**src/rtl/audio_i2s_tx_pkg.sv**
```systemverilog
// Shared constants and state type for the I2S transmitter.
// The optional mono down-mix is selected with the I2S_TX_MONO_EN macro.
package audio_i2s_tx_pkg;

  localparam int I2S_SAMPLE_BITS = 16;
  localparam int I2S_BCLK_DIV    = 2;

  typedef enum logic {
    IDLE = 1'b0,
    RUN  = 1'b1
  } i2s_state_t;

endpackage

```
**src/rtl/audio_i2s_tx_saturate.sv**
```systemverilog
// Arithmetic right shift followed by a clamp to a signed SAMPLE_BITS range.
// Values that already fit are passed through as their low SAMPLE_BITS bits.
module audio_saturate #(
  parameter int DATA_SIZE   = 32,
  parameter int SAMPLE_BITS = 16,
  parameter int SHIFT       = 0
) (
  input  logic signed [DATA_SIZE-1:0]   word,
  output logic        [SAMPLE_BITS-1:0] sample
);

  logic signed [DATA_SIZE-1:0] shifted;
  logic                        fits;

  assign shifted = word >>> SHIFT;

  // The value fits when every bit above the sample sign bit copies the word sign.
  assign fits = (shifted[DATA_SIZE-1:SAMPLE_BITS-1] ==
                 {(DATA_SIZE-SAMPLE_BITS+1){shifted[DATA_SIZE-1]}});

  always_comb begin
    sample = shifted[SAMPLE_BITS-1:0];
    if (!fits) begin
      if (shifted[DATA_SIZE-1]) sample = {1'b1, {(SAMPLE_BITS-1){1'b0}}};
      else                      sample = {1'b0, {(SAMPLE_BITS-1){1'b1}}};
    end
  end

endmodule

```
**src/rtl/audio_i2s_tx.sv**
```systemverilog
// Philips I2S transmitter fed from paired left/right FWFT FIFOs, with one-pair holding register.
// Defining I2S_TX_MONO_EN sends the saturated average of left and right on both slots.
module audio_i2s_tx
  import audio_i2s_tx_pkg::*;
#(
  parameter int DATA_SIZE   = 32,
  parameter int SAMPLE_BITS = I2S_SAMPLE_BITS,
  parameter int SHIFT       = 0,
  parameter int BCLK_DIV    = I2S_BCLK_DIV
) (
  input  logic                 clock,
  input  logic                 reset,
  input  logic [DATA_SIZE-1:0] left_audio_in,
  input  logic                 left_audio_empty,
  output logic                 left_audio_rd_en,
  input  logic [DATA_SIZE-1:0] right_audio_in,
  input  logic                 right_audio_empty,
  output logic                 right_audio_rd_en,
  output logic                 bclk,
  output logic                 lrclk,
  output logic                 sdata,
  output logic [15:0]          underrun_count,
  output i2s_state_t           fsm_state
);

  localparam int FRAME_BITS = 2 * SAMPLE_BITS;
  localparam int CNT_W      = $clog2(FRAME_BITS);
  localparam int DIV_W      = (BCLK_DIV > 1) ? $clog2(BCLK_DIV) : 1;
  localparam logic [CNT_W-1:0] CNT_LAST = CNT_W'(FRAME_BITS - 1);
  localparam logic [CNT_W-1:0] LR_FIRST = CNT_W'(SAMPLE_BITS - 1);
  localparam logic [CNT_W-1:0] LR_LAST  = CNT_W'(FRAME_BITS - 2);
  localparam logic [DIV_W-1:0] DIV_LAST = DIV_W'(BCLK_DIV - 1);

  i2s_state_t             state, state_next;
  logic                   pop, nxt_valid, load, bclk_fall, frame_end;
  logic [SAMPLE_BITS-1:0] nxt_l, nxt_r, sat_l, sat_r;
  logic [FRAME_BITS-1:0]  shreg;
  logic [DIV_W-1:0]       div_cnt;
  logic [CNT_W-1:0]       bit_cnt;
  logic [DATA_SIZE-1:0]   left_word, right_word;

`ifdef I2S_TX_MONO_EN
  logic [DATA_SIZE:0] mono_sum;
  assign mono_sum   = {left_audio_in[DATA_SIZE-1], left_audio_in}
                    + {right_audio_in[DATA_SIZE-1], right_audio_in};
  assign left_word  = DATA_SIZE'(mono_sum >> 1);
  assign right_word = DATA_SIZE'(mono_sum >> 1);
`else
  assign left_word  = left_audio_in;
  assign right_word = right_audio_in;
`endif

  audio_saturate #(.DATA_SIZE(DATA_SIZE), .SAMPLE_BITS(SAMPLE_BITS), .SHIFT(SHIFT))
    u_sat_left  (.word(left_word),  .sample(sat_l));
  audio_saturate #(.DATA_SIZE(DATA_SIZE), .SAMPLE_BITS(SAMPLE_BITS), .SHIFT(SHIFT))
    u_sat_right (.word(right_word), .sample(sat_r));

  assign left_audio_rd_en  = pop;
  assign right_audio_rd_en = pop;
  assign fsm_state         = state;
  assign sdata             = shreg[FRAME_BITS-1];
  // Word select leads the data by one bit, giving the standard I2S delay.
  assign lrclk             = (bit_cnt >= LR_FIRST) && (bit_cnt <= LR_LAST);
  assign bclk_fall         = (state == RUN) && bclk && (div_cnt == DIV_LAST);
  assign frame_end         = bclk_fall && (bit_cnt == CNT_LAST);

  always_ff @(posedge clock or negedge reset) begin
    if (!reset) state <= IDLE;
    else        state <= state_next;
  end

  always_comb begin
    state_next = state;
    load       = 1'b0;
    case (state)
      IDLE: begin
        if (nxt_valid) begin
          state_next = RUN;
          load       = 1'b1;
        end
      end
      RUN:     load = frame_end && nxt_valid;
      default: state_next = IDLE;
    endcase
  end

  always_ff @(posedge clock or negedge reset) begin
    if (!reset) begin
      pop            <= 1'b0;
      nxt_valid      <= 1'b0;
      nxt_l          <= '0;
      nxt_r          <= '0;
      shreg          <= '0;
      div_cnt        <= '0;
      bit_cnt        <= '0;
      bclk           <= 1'b0;
      underrun_count <= '0;
    end else begin
      pop <= ~pop & ~nxt_valid & ~left_audio_empty & ~right_audio_empty;
      if (pop) begin
        nxt_l     <= sat_l;
        nxt_r     <= sat_r;
        nxt_valid <= 1'b1;
      end else if (load) begin
        nxt_valid <= 1'b0;
      end
      if (load) shreg <= {nxt_l, nxt_r};

      if (state == IDLE) begin
        div_cnt <= '0;
        bit_cnt <= '0;
        bclk    <= 1'b0;
      end else begin
        if (div_cnt == DIV_LAST) begin
          div_cnt <= '0;
          bclk    <= ~bclk;
        end else begin
          div_cnt <= div_cnt + 1'b1;
        end
        if (bclk_fall) begin
          if (bit_cnt == CNT_LAST) begin
            bit_cnt <= '0;
            // A pair captured on this very edge is not yet valid and goes out next frame.
            if (!nxt_valid) begin
              shreg <= '0;
              if (underrun_count != 16'hFFFF) underrun_count <= underrun_count + 16'd1;
            end
          end else begin
            bit_cnt <= bit_cnt + 1'b1;
            shreg   <= shreg << 1;
          end
        end
      end
    end
  end

endmodule

```
**config.mk**
```make
export PLATFORM = sky130hd
export DESIGN_NAME = audio_i2s_tx
export DESIGN_NICKNAME = d
export VERILOG_FILES = /design/src/rtl/audio_i2s_tx_pkg.sv /design/src/rtl/audio_i2s_tx_saturate.sv /design/src/rtl/audio_i2s_tx.sv
export SDC_FILE = /design/constraint.sdc
export NUM_CORES = 1
export LEC_CHECK = 0
export CAP_MARGIN = 20
export CORE_ASPECT_RATIO = 1.1
export CORE_MARGIN = 5
export CORE_UTILIZATION = 35
export CTS_BUF_LIST = sky130_fd_sc_hd__clkbuf_2
export CTS_CLUSTER_DIAMETER = 50
export DETAILED_ROUTE_END_ITERATION = 12
export SYNTH_ARGS = -nofsm -noshare
export SYNTH_HDL_FRONTEND = slang
export SYNTH_SLANG_ARGS = --single-unit
```
**constraint.sdc**
```tcl
create_clock -name clock -period 2.58 [get_ports clock]
set_clock_uncertainty 0.1 [all_clocks]
set_input_delay 0.516 -clock clock [delete_from_list [all_inputs] [get_ports clock]]
set_output_delay 0.516 -clock clock [all_outputs]
set_load 0.005 [all_outputs]
```
# --- Word level (Yosys, flattened, before mapping) ---
# Index checks and enable logic that the tools add are counted.
classes:
  addsub: 3
  order_cmp: 2
  eq_ne: 6
  muxes: 21
  bitwise_logic: 9
  n_reduce_logical: 7
op_table:
  columns: ["operator", "n"]
  rows:
  - ["$mux W32", 5]
  - ["$mux W16", 4]
  - ["$eq A16 B16 Y1", 2]
  - ["$add A16 B1 Y16 const B", 1]
  - ["$ne A16 B16 Y1 const B", 1]
  - ["$mux W5", 3]
  - ["$mux W1", 8]
  - ["$not A1 Y1", 6]
  - ["$add A5 B1 Y5 const B", 1]
  - ["$eq A5 B5 Y1 const B", 1]
  - ["$ge A5 B4 Y1 const B", 1]
  - ["$le A5 B5 Y1 const B", 1]
  - ["$logic_and A1 B1 Y1", 5]
  - ["$reduce_and A5 Y1", 1]
  - ["$ne A2 B1 Y1 const B", 2]
  - ["$and A1 B1 Y1", 3]
  - ["$pmux W1 S2", 1]
  - ["$reduce_bool A2 Y1", 1]
  - ["$add A1 B1 Y1 const B", 1]
totals:
  regBits: 90
  inputBits: 68
  elab_cells: 58

# --- Depth between registers and ports, before layout ---
# Gate-level depths: netlist (run 1).
depth:
  depth_word: 10
  depth_mapped: 9
  depth_no_buf: 8

# --- Hierarchy ---
# From an unflattened synthesis (run 1), not the netlist that was laid out.
unflattened:
  hier_cells: 426
  area_unflattened_um2: 4630.7
modules_own_cells:
  columns: ["mod", "n_inst", "cells_per_inst", "area_each_um2", "seq_area_each_um2"]
  rows:
  - ["audio_i2s_tx", 1, 326, 3937.5, 2252.2]
  - ["audio_saturate", 2, 50, 346.6, 0.0]

# --- Least setup slack after synthesis (run 1) ---
# No wires, ideal clock.
synth_path:
  path_type: "register to register"
  startpoint: "register bit_cnt[1]"
  endpoint: "register underrun_count[11]"
  setup_ns: 0.124
  t_arrival_ns: 2.157
  required_time_ns: 2.356
  path_slack_ns: 0.199
  path_stages_with_launch: 9
  n_path_buf: 0
  path_cell_list: "dfrtp_1 -> ha_1 -> and3_1 -> ha_1 -> nand4_1 -> or4_1 -> a211oi_2 -> nand4_1 -> xnor2_1"
synth_between:
  elab_chain_cells: 2
synth_rtl:
  columns: ["element", "line", "source"]
  rows:
  - ["start, declared", "audio_i2s_tx.sv:39", "logic [CNT_W-1:0] bit_cnt;"]
  - ["start signal, assigned", "audio_i2s_tx.sv:129", "bit_cnt <= bit_cnt + 1'b1;"]
  - ["$eq A5 B5 Y1", "audio_i2s_tx.sv:121", "if (bit_cnt == CNT_LAST) begin"]
  - ["$reduce_and A5 Y1 (no source line)", null, null]
  - ["end signal, assigned", "audio_i2s_tx.sv:126", "if (underrun_count != 16'hFFFF) underrun_count <= underrun_count + 16'd1;"]
  - ["end, declared", "audio_i2s_tx.sv:22", "output logic [15:0] underrun_count,"]
# Every way passes these cells.
# A chain may end at the register's enable or synchronous reset.

# --- Worst setup path in the final report (run 1) ---
layout_path:
  startpoint: "register bit_cnt[0]"
  endpoint: "output port lrclk"
layout_between:
  elab_chain_cells: 2
  elab_cells_between_ends: 3
  cone_classes: "order compare: 2; reduce/logical: 1"
layout_rtl:
  columns: ["element", "line", "source"]
  rows:
  - ["$ge A5 B4 Y1 or $le A5 B5 Y1 (tied branches)", "audio_i2s_tx.sv:63", "assign lrclk = (bit_cnt >= LR_FIRST) && (bit_cnt <= LR_LAST);"]
  - ["$logic_and A1 B1 Y1 (*)", "audio_i2s_tx.sv:63", null]
  - ["end, declared", "audio_i2s_tx.sv:20", "output logic lrclk,"]
# Mark *: on every way between the ends. The rest lies on a longest branch, timed or not.

==> run metrics, run 1 <==
IO Pins=90; sequential-to-total area share from yosys stat=between 50 and 60%; initial DRC count=between 100 and 150; largest net degree at the start of global routing=58; status=finished clean; Cells after Synth=around 430; Initial Util=35.6%; kind of critical path=reg2out; static leakage=roughly 2.1 nW; CP Cell Sequence=ha_2 > and3_4 > ha_2 > a41oi_2 > a21oi_2 > buf_2; total number of vias=3423; most used cell, CP=ha_2; Synth Warn #=0; mean number of vias per cell=roughly 5.0; Clock Path Buffers=2; R2R Path Start=bit_cnt[0]$_DFFE_PN0P_; Chip Height=between 100 and 150 µm; Clock Sinks=90; clk slew on worst S/H paths=0.29 ns; clock root buffer=clkbuf_2; fraction of registers with async set/reset=100%; Final GP Congestion=0.792; post-route minimum period=2.50 ns; H-tree depth=3; fill cell count=between 1000 and 1500; fin. max-slew vios=0; Total GRT Usage=between 10% and 20%; Post-synth EDFFs=0; Finished Core Util=46.4%; WL per Instance=14.3 µm; RSZ-0062 raised after global routing=yes; Setup crit start=bit_cnt[0]$_DFFE_PN0P_; syn_area_per_cell=~10 µm²; max frequency=400 MHz; Mapped Area=roughly 0.0043 mm²; final setup violation count=0; worst rel slew slack=66.4%; Setup TNS=0 ns; worst hold slack=between 0.3 and 0.4 ns; Crit-path slowest cell=dfrtp_1; Register Area=approximately 0.0023 mm²; CP peak stage delay=0.44 ns; clk_lat worst skew=0.56 ns; worst-path maximum fanout=3; # Max-Cap Violations=0; Final Hold Vio Count=0; initial antenna violation count=0; synthesis-to-layout area growth=30.4%; Most used DFF post-synth=dfrtp_1; diode count=0; VDD IR max=approximately 0.00031 V; port buffer count=between 80 and 90; share of layout cells above drive strength 1=10.6%; DP Wirelength=7.23 mm; critical path required time=1.96 ns; Final nets=roughly 600; Cell Pwr Density=735 mW/mm²; grt ovf=0; TritonRoute pass-1 iters=4; crit start category=register; row cnt=42; CTS tree=built; # Post-CTS Setup Buffers=0; r2r setup slk=approximately 0.15 ns; Hold/Removal Path Class=in2async; Worst Max-Slew Pin Slew=0.499 ns; Distinct cells, synth=38; arrival time worst endpoint=around 1.9 ns; Die X=115 µm; Post-Route WL=9.75 mm; total clock buffers created by CTS=9; Design Power=between 4 and 5 mW; Worst R2R Path Depth=8; Core Region=about 0.012 mm²; fin crit share=96.9%; vias in the first global route=3475; flops & latches, synth=90; R2R Path End=underrun_count[11]$_DFFE_PN0P_; Post-route DRC=0; Crit. End Element=primary output; die area=0.0145 mm²; global-route wire length before repair=16.3 mm; syn_nets=500; post-route ant nets=0; multi-input logic area=between 0.0015 and 0.002 mm²
==> per-stage QoR <==
step | instance area [µm²] | setup slack [ns] | std cells
6_report | 5560 | 0.0788 | 681
5_1_grt | 5560 | -0.0714 | 681
4_1_cts | 5550 | 0.0155 | 681
3_5_place_dp | 5410 | 0.0444 | 664
3_3_place_gp | 5410 | 0.0764 | 664
2_1_floorplan | 4270 | 0.199 | 427
==> kinds of logic (layout without fill, tap and decap cells) <==
logic type	count (synthesis)	after routing	share of synthesized area [%]
fa+ha+maj	5	5	1.47
mux	37	37	8.83
flops	90	90	52.8
xor+xnor	13	13	2.67
compound gates	78	78	11.1
buf+inv	28	128	4.14
simple gates	176	176	19.0
==> repair_timing <==
| action | CTS | global route |
|---|---|---|
| cloned | 0 | 0 |
| gates resized for setup | 9 | 1 |
| hold buffers | 1 | 0 |
| pin swaps | 2 | 1 |
| endpoints found under the setup margin | 1 | 2 |
| endpoints found under the hold margin | 33 | 0 |
==> area by class of cell <==
cell class | count | area share, %
tap | 154 | 3.47
clock buffer | 9 | 0.810
multi-input combinational | 309 | 33.7
timing repair buffer | 109 | 20.0
clock inverter | 7 | 1.35
sequential | 90 | 40.5
inverter | 3 | 0.203
==> worst max-delay path by stage <==
stage,cells past startpoint,endpoint
2_1_floorplan,8,underrun_count[11]$_DFFE_PN0P_
3_3_place_gp,7,nxt_r[13]$_DFFE_PN0P_
3_5_place_dp,7,nxt_l[1]$_DFFE_PN0P_
4_1_cts,6,lrclk
5_1_grt,6,lrclk
6_report,6,lrclk
==> routing by layer <==
layer / track usage [%] / vias to the layer above / part of all wire, %
met5: 0 / - / 0
met4: 4.28 / 0 / 1.3
met3: 3.69 / 12 / 5.3
met2: 23.4 / 71 / 50
met1: 17.0 / 1638 / 43
li1: - / 1702 / -
==> critical path, delay by kind of cell, from the launching register on <==
family,cells,cell delay (ns)
flops,1,0.44
fa+ha+maj,2,0.37
compound gates,2,0.23
simple gates,1,0.18
buf+inv,1,0.13
==> sequential cells by signal, summed over array words and instances (netlist names) <==
name              count
nxt_r                16
shreg                32
nxt_l                16
nxt_valid             1
underrun_count       16
fsm_state             1
bclk                  1
div_cnt               1
bit_cnt               5
left_audio_rd_en      1
==> cells in the final DEF, fill, tap and decap left out, types with 4 or more instances in the layout <==
master,instances
dfrtp_1,89
clkdlybuf4s50_1,87
nand2_1,77
nor2_1,37
o21ai_0,35
mux2i_1,32
a31oi_1,32
buf_4,14
nand4_1,11
nand3_1,10
clkbuf_2,9
xnor2_1,8
nor3_1,7
nor4_1,6
buf_12,6
mux2_2,5
or4_1,5
xor2_1,5
and2_1,4
or3_1,4
==> report_power, final <==
part	switching (mW)	internal, mW	total (mW)
Sequential	0.323	1.89	2.21
Combinational	0.562	0.588	1.15
Clock	0.498	0.229	0.726
==> synthesized netlist by cell type, types with 5 or more instances <==
library cell	instances	area [µm²]
nand2_1	77	289
nand4_1	11	68.8
dfrtp_1	90	2250
nor3_1	7	35.0
buf_6	5	56.3
o21ai_0	35	175
nor4_1	7	43.8
a31oi_1	32	200
ha_1	5	62.6
nor2_1	37	139
or4_1	5	37.5
xnor2_1	8	70.1
nand3_1	10	50.1
xor2_1	5	43.8
mux2i_1	32	320
mux2_2	5	56.3
clkbuf_1	14	52.6
No activity file was read; power rests on OpenSTA's default activity.
==> inputs of run 2 (changes only) <==
--- a/config.mk
+++ b/config.mk
@@ -6,12 +6,15 @@
 export NUM_CORES = 1
 export LEC_CHECK = 0
 export CAP_MARGIN = 20
+export CELL_PAD_IN_SITES_DETAIL_PLACEMENT = 0
+export CELL_PAD_IN_SITES_GLOBAL_PLACEMENT = 2
 export CORE_ASPECT_RATIO = 1.1
 export CORE_MARGIN = 5
-export CORE_UTILIZATION = 35
+export CORE_UTILIZATION = 33
 export CTS_BUF_LIST = sky130_fd_sc_hd__clkbuf_2
 export CTS_CLUSTER_DIAMETER = 50
 export DETAILED_ROUTE_END_ITERATION = 12
+export PLACE_DENSITY_LB_ADDON = 0.1
 export SYNTH_ARGS = -nofsm -noshare
 export SYNTH_HDL_FRONTEND = slang
 export SYNTH_SLANG_ARGS = --single-unit
==> run metrics, run 2 (synthesized netlist as in run 1, its figures left out) <==
# Max-Cap Violations=0 (unchanged); R2R Path Start=bit_cnt[0]$_DFFE_PN0P_; die area=0.0153 mm² (+5.6%); initial antenna violation count=0 (unchanged); status=finished clean; grt ovf=0 (unchanged); clk_lat worst skew=0.59 ns (+0.03 ns); worst hold slack=0.248 ns (-0.0524 ns); Worst Max-Slew Pin Slew=0.644 ns (+0.145 ns); Initial Util=33.7% (-1.9 points); WL per Instance=14.6 µm (+1.7%); Largest Register=shreg; Chip Height=129 µm (+2.8%); Die X=118 µm (+2.7%); kind of critical path=reg2out; fin crit share=97.8% (+0.88 points); Clock Sinks=90 (unchanged); R2R Path End=underrun_count[13]$_DFFE_PN0P_; Cell Pwr Density=746 mW/mm² (+1.6%); Crit. End Element=primary output; static leakage=2.18 nW (+1.7%); VDD IR max=0.000423 V (+37%); row cnt=43 (+2.4%); worst-path maximum fanout=2 (-1); Hold/Removal Path Class=in2async; Finished Core Util=44.5% (-1.9 points); max reg flops=32 (unchanged); RSZ-0062 raised after global routing=yes; dpl ws=-0.0372 ns (-0.0816 ns); most common cell after layout, fill and taps aside=dfrtp_1; Final Hold Vio Count=0 (unchanged); IO Pins=90 (unchanged); Setup TNS=0 ns (unchanged); Worst R2R Path Depth=9 (+1); crit start category=register; Total GRT Usage=13.6% (-0.22 points); post-route cell area=0.00562 mm² (+1.1%); mean number of vias per cell=4.97 (-1.2%); post-route ant nets=0 (unchanged); vias in the first global route=3443 (-0.92%); commonest cells after routing, fill and taps aside=89 x dfrtp_1, 87 x clkdlybuf4s50_1, 77 x nand2_1; Final GP Congestion=0.708 (-11%); share of layout cells above drive strength 1=11.8% (+1.2 points); Final nets=600 (+0.84%); final worst slack=0.0561 ns (-0.0227 ns); clk slew on worst S/H paths=0.27 ns (-0.02 ns); critical path required time=1.96 ns (about the same); arrival time worst endpoint=1.91 ns (+0.02 ns); Post-route DRC=0 (unchanged); diode count=0 (unchanged); initial DRC count=109 (-19%); fin. max-slew vios=0 (unchanged); max frequency=396 MHz (-0.90%); clock root buffer=clkbuf_2; DP Wirelength=7.21 mm (-0.16%); total clock buffers created by CTS=9 (unchanged); Placed Area=0.00540 mm² (-0.12%); Clock Path Buffers=2 (unchanged); TritonRoute pass-1 iters=4 (unchanged); H-tree depth=3 (unchanged); total number of vias=3422 (-0.029%); port buffer count=89 (unchanged); Setup crit start=bit_cnt[0]$_DFFE_PN0P_; final setup violation count=0 (unchanged); CTS tree=built; r2r setup slk=0.13 ns (-0.02 ns); synthesis-to-layout area growth=31.8%; largest net degree at the start of global routing=65 (+12%); global-route wire length before repair=17.0 mm (+4.1%); post-route minimum period=2.52 ns (+0.0227 ns); Post-Route WL=10.0 mm (+2.9%); worst rel slew slack=57.1% (-9.3 points); Core Region=0.0126 mm² (+5.5%)
==> run 2: per-layer routing <==
metal / global-route usage (%) / wire, µm
met5: 0 / 0
met4: 4.40 / 138
met3: 3.97 / 507
met2: 22.0 / 4810
met1: 17.6 / 4580
==> run 2: power by group <==
group          internal, mW  switching, mW  total [mW]  leakage (nW)
Combinational         0.608          0.571        1.18         0.979
Clock                 0.328          0.506       0.834        0.0825
Sequential             1.89          0.298        2.18          1.12
Total                  2.82           1.38        4.20          2.18
==> run 2: final cells by class <==
cell class,instances,area [µm²]
clock buffers,10,50.0
clock inverters,6,90.1
inverters,3,11.3
well taps,157,196
fillers,1247,7020
multi-input cells,309,1900
flip-flops and latches,90,2250
repair buffers,114,1120
==> run 2: worst max-delay path by stage <==
stage | end | slack (ns) | cells after the start
CTS | lrclk | 0.00008 | 6
global route | lrclk | -0.11 | 6
floorplan | underrun_count[11]$_DFFE_PN0P_ | 0.20 | 8
finish | lrclk | 0.06 | 6
global placement | nxt_r[11]$_DFFE_PN0P_ | -0.006 | 7
detailed placement | nxt_r[12]$_DFFE_PN0P_ | -0.04 | 7
==> run 2: what timing repair did <==
item,CTS,global route
setup endpoints to repair,1,1
cloned,0,0
gates resized for setup,8,6
pin swaps,2,2
setup buffers,1,2
hold buffers,1,0
endpoints found under the hold margin,26,0
==> run 2: critical path, cell delays in order, from the launching register on <==
cell,delay [ns]
dfrtp_1,0.44
ha_2,0.19
and3_4,0.19
ha_4,0.15
a41oi_2,0.17
a21oi_2,0.07
buf_2,0.13
==> run 2: stage by stage <==
stage               std cells  power (mW)
floorplan                 427        2.88
global placement          669        3.36
detailed placement        669        3.39
CTS                       687        4.25
global route              689        4.54
finish                    689        4.20
==> inputs of run 3 (changes only) <==
--- a/config.mk
+++ b/config.mk
@@ -5,13 +5,13 @@
 export SDC_FILE = /design/constraint.sdc
 export NUM_CORES = 1
 export LEC_CHECK = 0
+export ABC_AREA = 1
 export CAP_MARGIN = 20
 export CELL_PAD_IN_SITES_DETAIL_PLACEMENT = 0
 export CELL_PAD_IN_SITES_GLOBAL_PLACEMENT = 2
 export CORE_ASPECT_RATIO = 1.1
 export CORE_MARGIN = 5
-export CORE_UTILIZATION = 33
-export CTS_BUF_LIST = sky130_fd_sc_hd__clkbuf_2
+export CORE_UTILIZATION = 30
 export CTS_CLUSTER_DIAMETER = 50
 export DETAILED_ROUTE_END_ITERATION = 12
 export PLACE_DENSITY_LB_ADDON = 0.1
==> run metrics, run 3 <==
status=finished clean; Post-Route WL=11.5 mm (+15%); Hold/Removal Path Class=reg2reg; Synth Warn #=0 (unchanged); Synth top cells by count=195 x nand2_1, 90 x dfrtp_1, 62 x nor2_1; final setup violation count=0 (unchanged); Cell Pwr Density=735 mW/mm² (-1.5%); synthesis-to-layout area growth=29.7%; fraction of registers with async set/reset=100% (unchanged); Worst Max-Slew Pin Slew=0.465 ns (-0.179 ns); clock share of power=26.9% (+7.0 points); GR Util met3=3.13% (-0.85 points); RSZ-0062 raised after global routing=no; Reg power frac=46.9% (-5.1 points); worst hold slack=0.364 ns (+0.116 ns); port buffer count=89 (unchanged); Yosys top cell area share=47.8% (-5.0 points); largest net degree at the start of global routing=43 (-34%); most common cell after layout, fill and taps aside=nand2_1; fin. max-slew vios=0 (unchanged); Post-synth EDFFs=0 (unchanged); # Max-Cap Violations=0 (unchanged); total clock buffers created by CTS=9 (unchanged); Logic pwr share=26.2% (-1.9 points); kind of critical path=reg2out; final worst slack=0.373 ns (+0.317 ns); initial antenna violation count=0 (unchanged); post-route ant nets=0 (unchanged); max reg flops=32 (unchanged); VDD IR max=0.000332 V (-21%); Final Hold Vio Count=0 (unchanged); fin cells=912 (+32%); Die X=129 µm (+9.4%); grt ovf=0 (unchanged); max frequency=453 MHz (+14%); post-synth top area cell=dfrtp_1; Most used DFF post-synth=dfrtp_1; share of layout cells above drive strength 1=6.88% (-5.0 points); met1 GRT Util=17.6% (-0.057 points); Largest Register=shreg; flops & latches, synth=90 (unchanged); vias in the first global route=4330 (+26%); Total GRT Usage=13.5% (-0.12 points); grt met2 use=21.7% (-0.28 points); Final nets=780 (+30%); die area=0.0183 mm² (+20%); static leakage=2.77 nW (+27%); row cnt=48 (+12%); Worst R2R Path Depth=10 (+1); H-tree depth=3 (unchanged); clk slew on worst S/H paths=0.06 ns (-0.21 ns); crit start category=register; Int Power=3.07 mW (+8.9%); Cells after Synth=617 (+44%); R2R Path Start=bit_cnt[0]$_DFFE_PN0P_; global-route wire length before repair=20.3 mm (+20%); arrival time worst endpoint=1.59 ns (-0.32 ns); hold wc startpoint=div_cnt$_DFF_PN0_; Mapped Area=0.00471 mm² (+10%); r2r setup slk=0.44 ns (+0.31 ns); top cells by area, synth=dfrtp_1 48%, nand2_1 16%, nand3_1 5.0%; clk_lat worst skew=0.34 ns (-0.25 ns); most numerous cell in the Yosys netlist=nand2_1; post-route minimum period=2.21 ns (-0.317 ns); Setup TNS=0 ns (unchanged); Initial Util=30.3% (-3.4 points); sequential-to-total area share from yosys stat=47.8% (-5.0 points); Sw Pwr=1.42 mW (+3.3%); Core Region=0.0156 mm² (+23%); Design Power=4.49 mW (+7.1%); Finished Core Util=39.3% (-5.2 points); post-route cell area=0.00611 mm² (+8.7%); CP peak stage delay=0.40 ns (-0.04 ns); sw frac=31.6% (-1.2 points); placed instance count=894 (+34%); Placed Area=0.00582 mm² (+7.8%); IO Pins=90 (unchanged); Post-route DRC=0 (unchanged); syn_nets=690 (+38%); Clock Sinks=90 (unchanged); syn_area_per_cell=7.64 µm² (-24%); CTS tree=built; worst rel slew slack=68.8% (+12 points); total number of vias=4187 (+22%); Distinct cells, synth=29 (-24%); WL per Instance=12.6 µm (-13%); critical path required time=1.96 ns (about the same); initial DRC count=255 (+130%); hold depth=1; Clock Path Buffers=2 (unchanged); diode count=0 (unchanged); TritonRoute pass-1 iters=4 (unchanged); commonest cells after routing, fill and taps aside=195 x nand2_1, 90 x dfrtp_1, 87 x clkdlybuf4s50_1; Crit-path slowest cell=dfrtp_1; clock root buffer=clkbuf_16; Hold EP=div_cnt$_DFF_PN0_; DP Wirelength=8.53 mm (+18%); Most Crowded Layer GR=met2; mean number of vias per cell=4.59 (-7.6%); CP Cell Sequence=ha_2 > inv_1 > nor2_2 > ha_1 > nor3_1 > nor2_1 > dlymetal6s2s_1; Chip Height=141 µm (+9.4%); Final GP Congestion=0.783 (+11%); Crit. End Element=primary output; dpl ws=0.383 ns (+0.420 ns); fin crit share=85.5% (-12 points); R2R Path End=shreg[17]$_DFF_PN0_; worst-path maximum fanout=3 (+1)
-- run 3: cells by family after synthesis --
group	after synthesis	share of synthesized area [%]
buf+inv	86	8.26
xor+xnor	9	1.67
fa+ha+maj	5	1.33
compound gates	84	9.90
flops	90	47.8
simple gates	343	31.0
-- run 3: timing repair --
item,in CTS,in global routing
hold buffers,1,0
setup buffers,1,0
resized for setup,0,3
setup endpoints to repair,1,1
hold endpoints to repair,12,0
-- run 3: layout make-up --
class,instances,area (µm²)
Multi-Input combinational cell,441,2080
Tap cell,200,250
Clock inverter,2,12.5
Inverter,59,223
Clock buffer,14,254
Fill cell,1638,9440
Sequential cell,90,2250
Timing Repair Buffer,106,1050
-- run 3: power groups by stage --
stage | clock network (mW) | logic [mW] | registers [mW]
finish | 1.21 | 1.18 | 2.11
global route | 1.31 | 1.39 | 2.17
CTS | 1.26 | 1.20 | 2.11
detailed placement | 0 | 1.18 | 2.13
global placement | 0 | 1.17 | 2.13
floorplan | 0 | 0.793 | 2.05
-- run 3: routing by layer --
metal  routed length, µm  share of wire, %  vias to the layer above
met5                   0                 0                        -
met4                 185               1.6                        0
met3                 539               4.7                       12
met2                5270                46                       82
met1                5490                48                     1928
li1                    -                 -                     2165
-- run 3: critical path: cells and delay by family, from the launching register on --
kind / cells / cell delay, ns
adder cells (fa/ha/maj): 2 / 0.37
AND/OR/NAND/NOR: 3 / 0.28
buffers and inverters: 2 / 0.21
flip-flops: 1 / 0.40
-- run 3: worst max-delay path by stage --
stage / start / endpoint / slack [ns] / cells past startpoint
3_3_place_gp: bit_cnt[1]$_DFFE_PN0P_ / lrclk / 0.41 / 7
5_1_grt: bit_cnt[0]$_DFFE_PN0P_ / shreg[2]$_DFF_PN0_ / 0.18 / 10
3_5_place_dp: bit_cnt[1]$_DFFE_PN0P_ / lrclk / 0.38 / 7
2_1_floorplan: bit_cnt[1]$_DFFE_PN0P_ / shreg[19]$_DFF_PN0_ / 0.81 / 9
4_1_cts: bit_cnt[0]$_DFFE_PN0P_ / lrclk / 0.03 / 7
6_report: bit_cnt[0]$_DFFE_PN0P_ / lrclk / 0.37 / 7
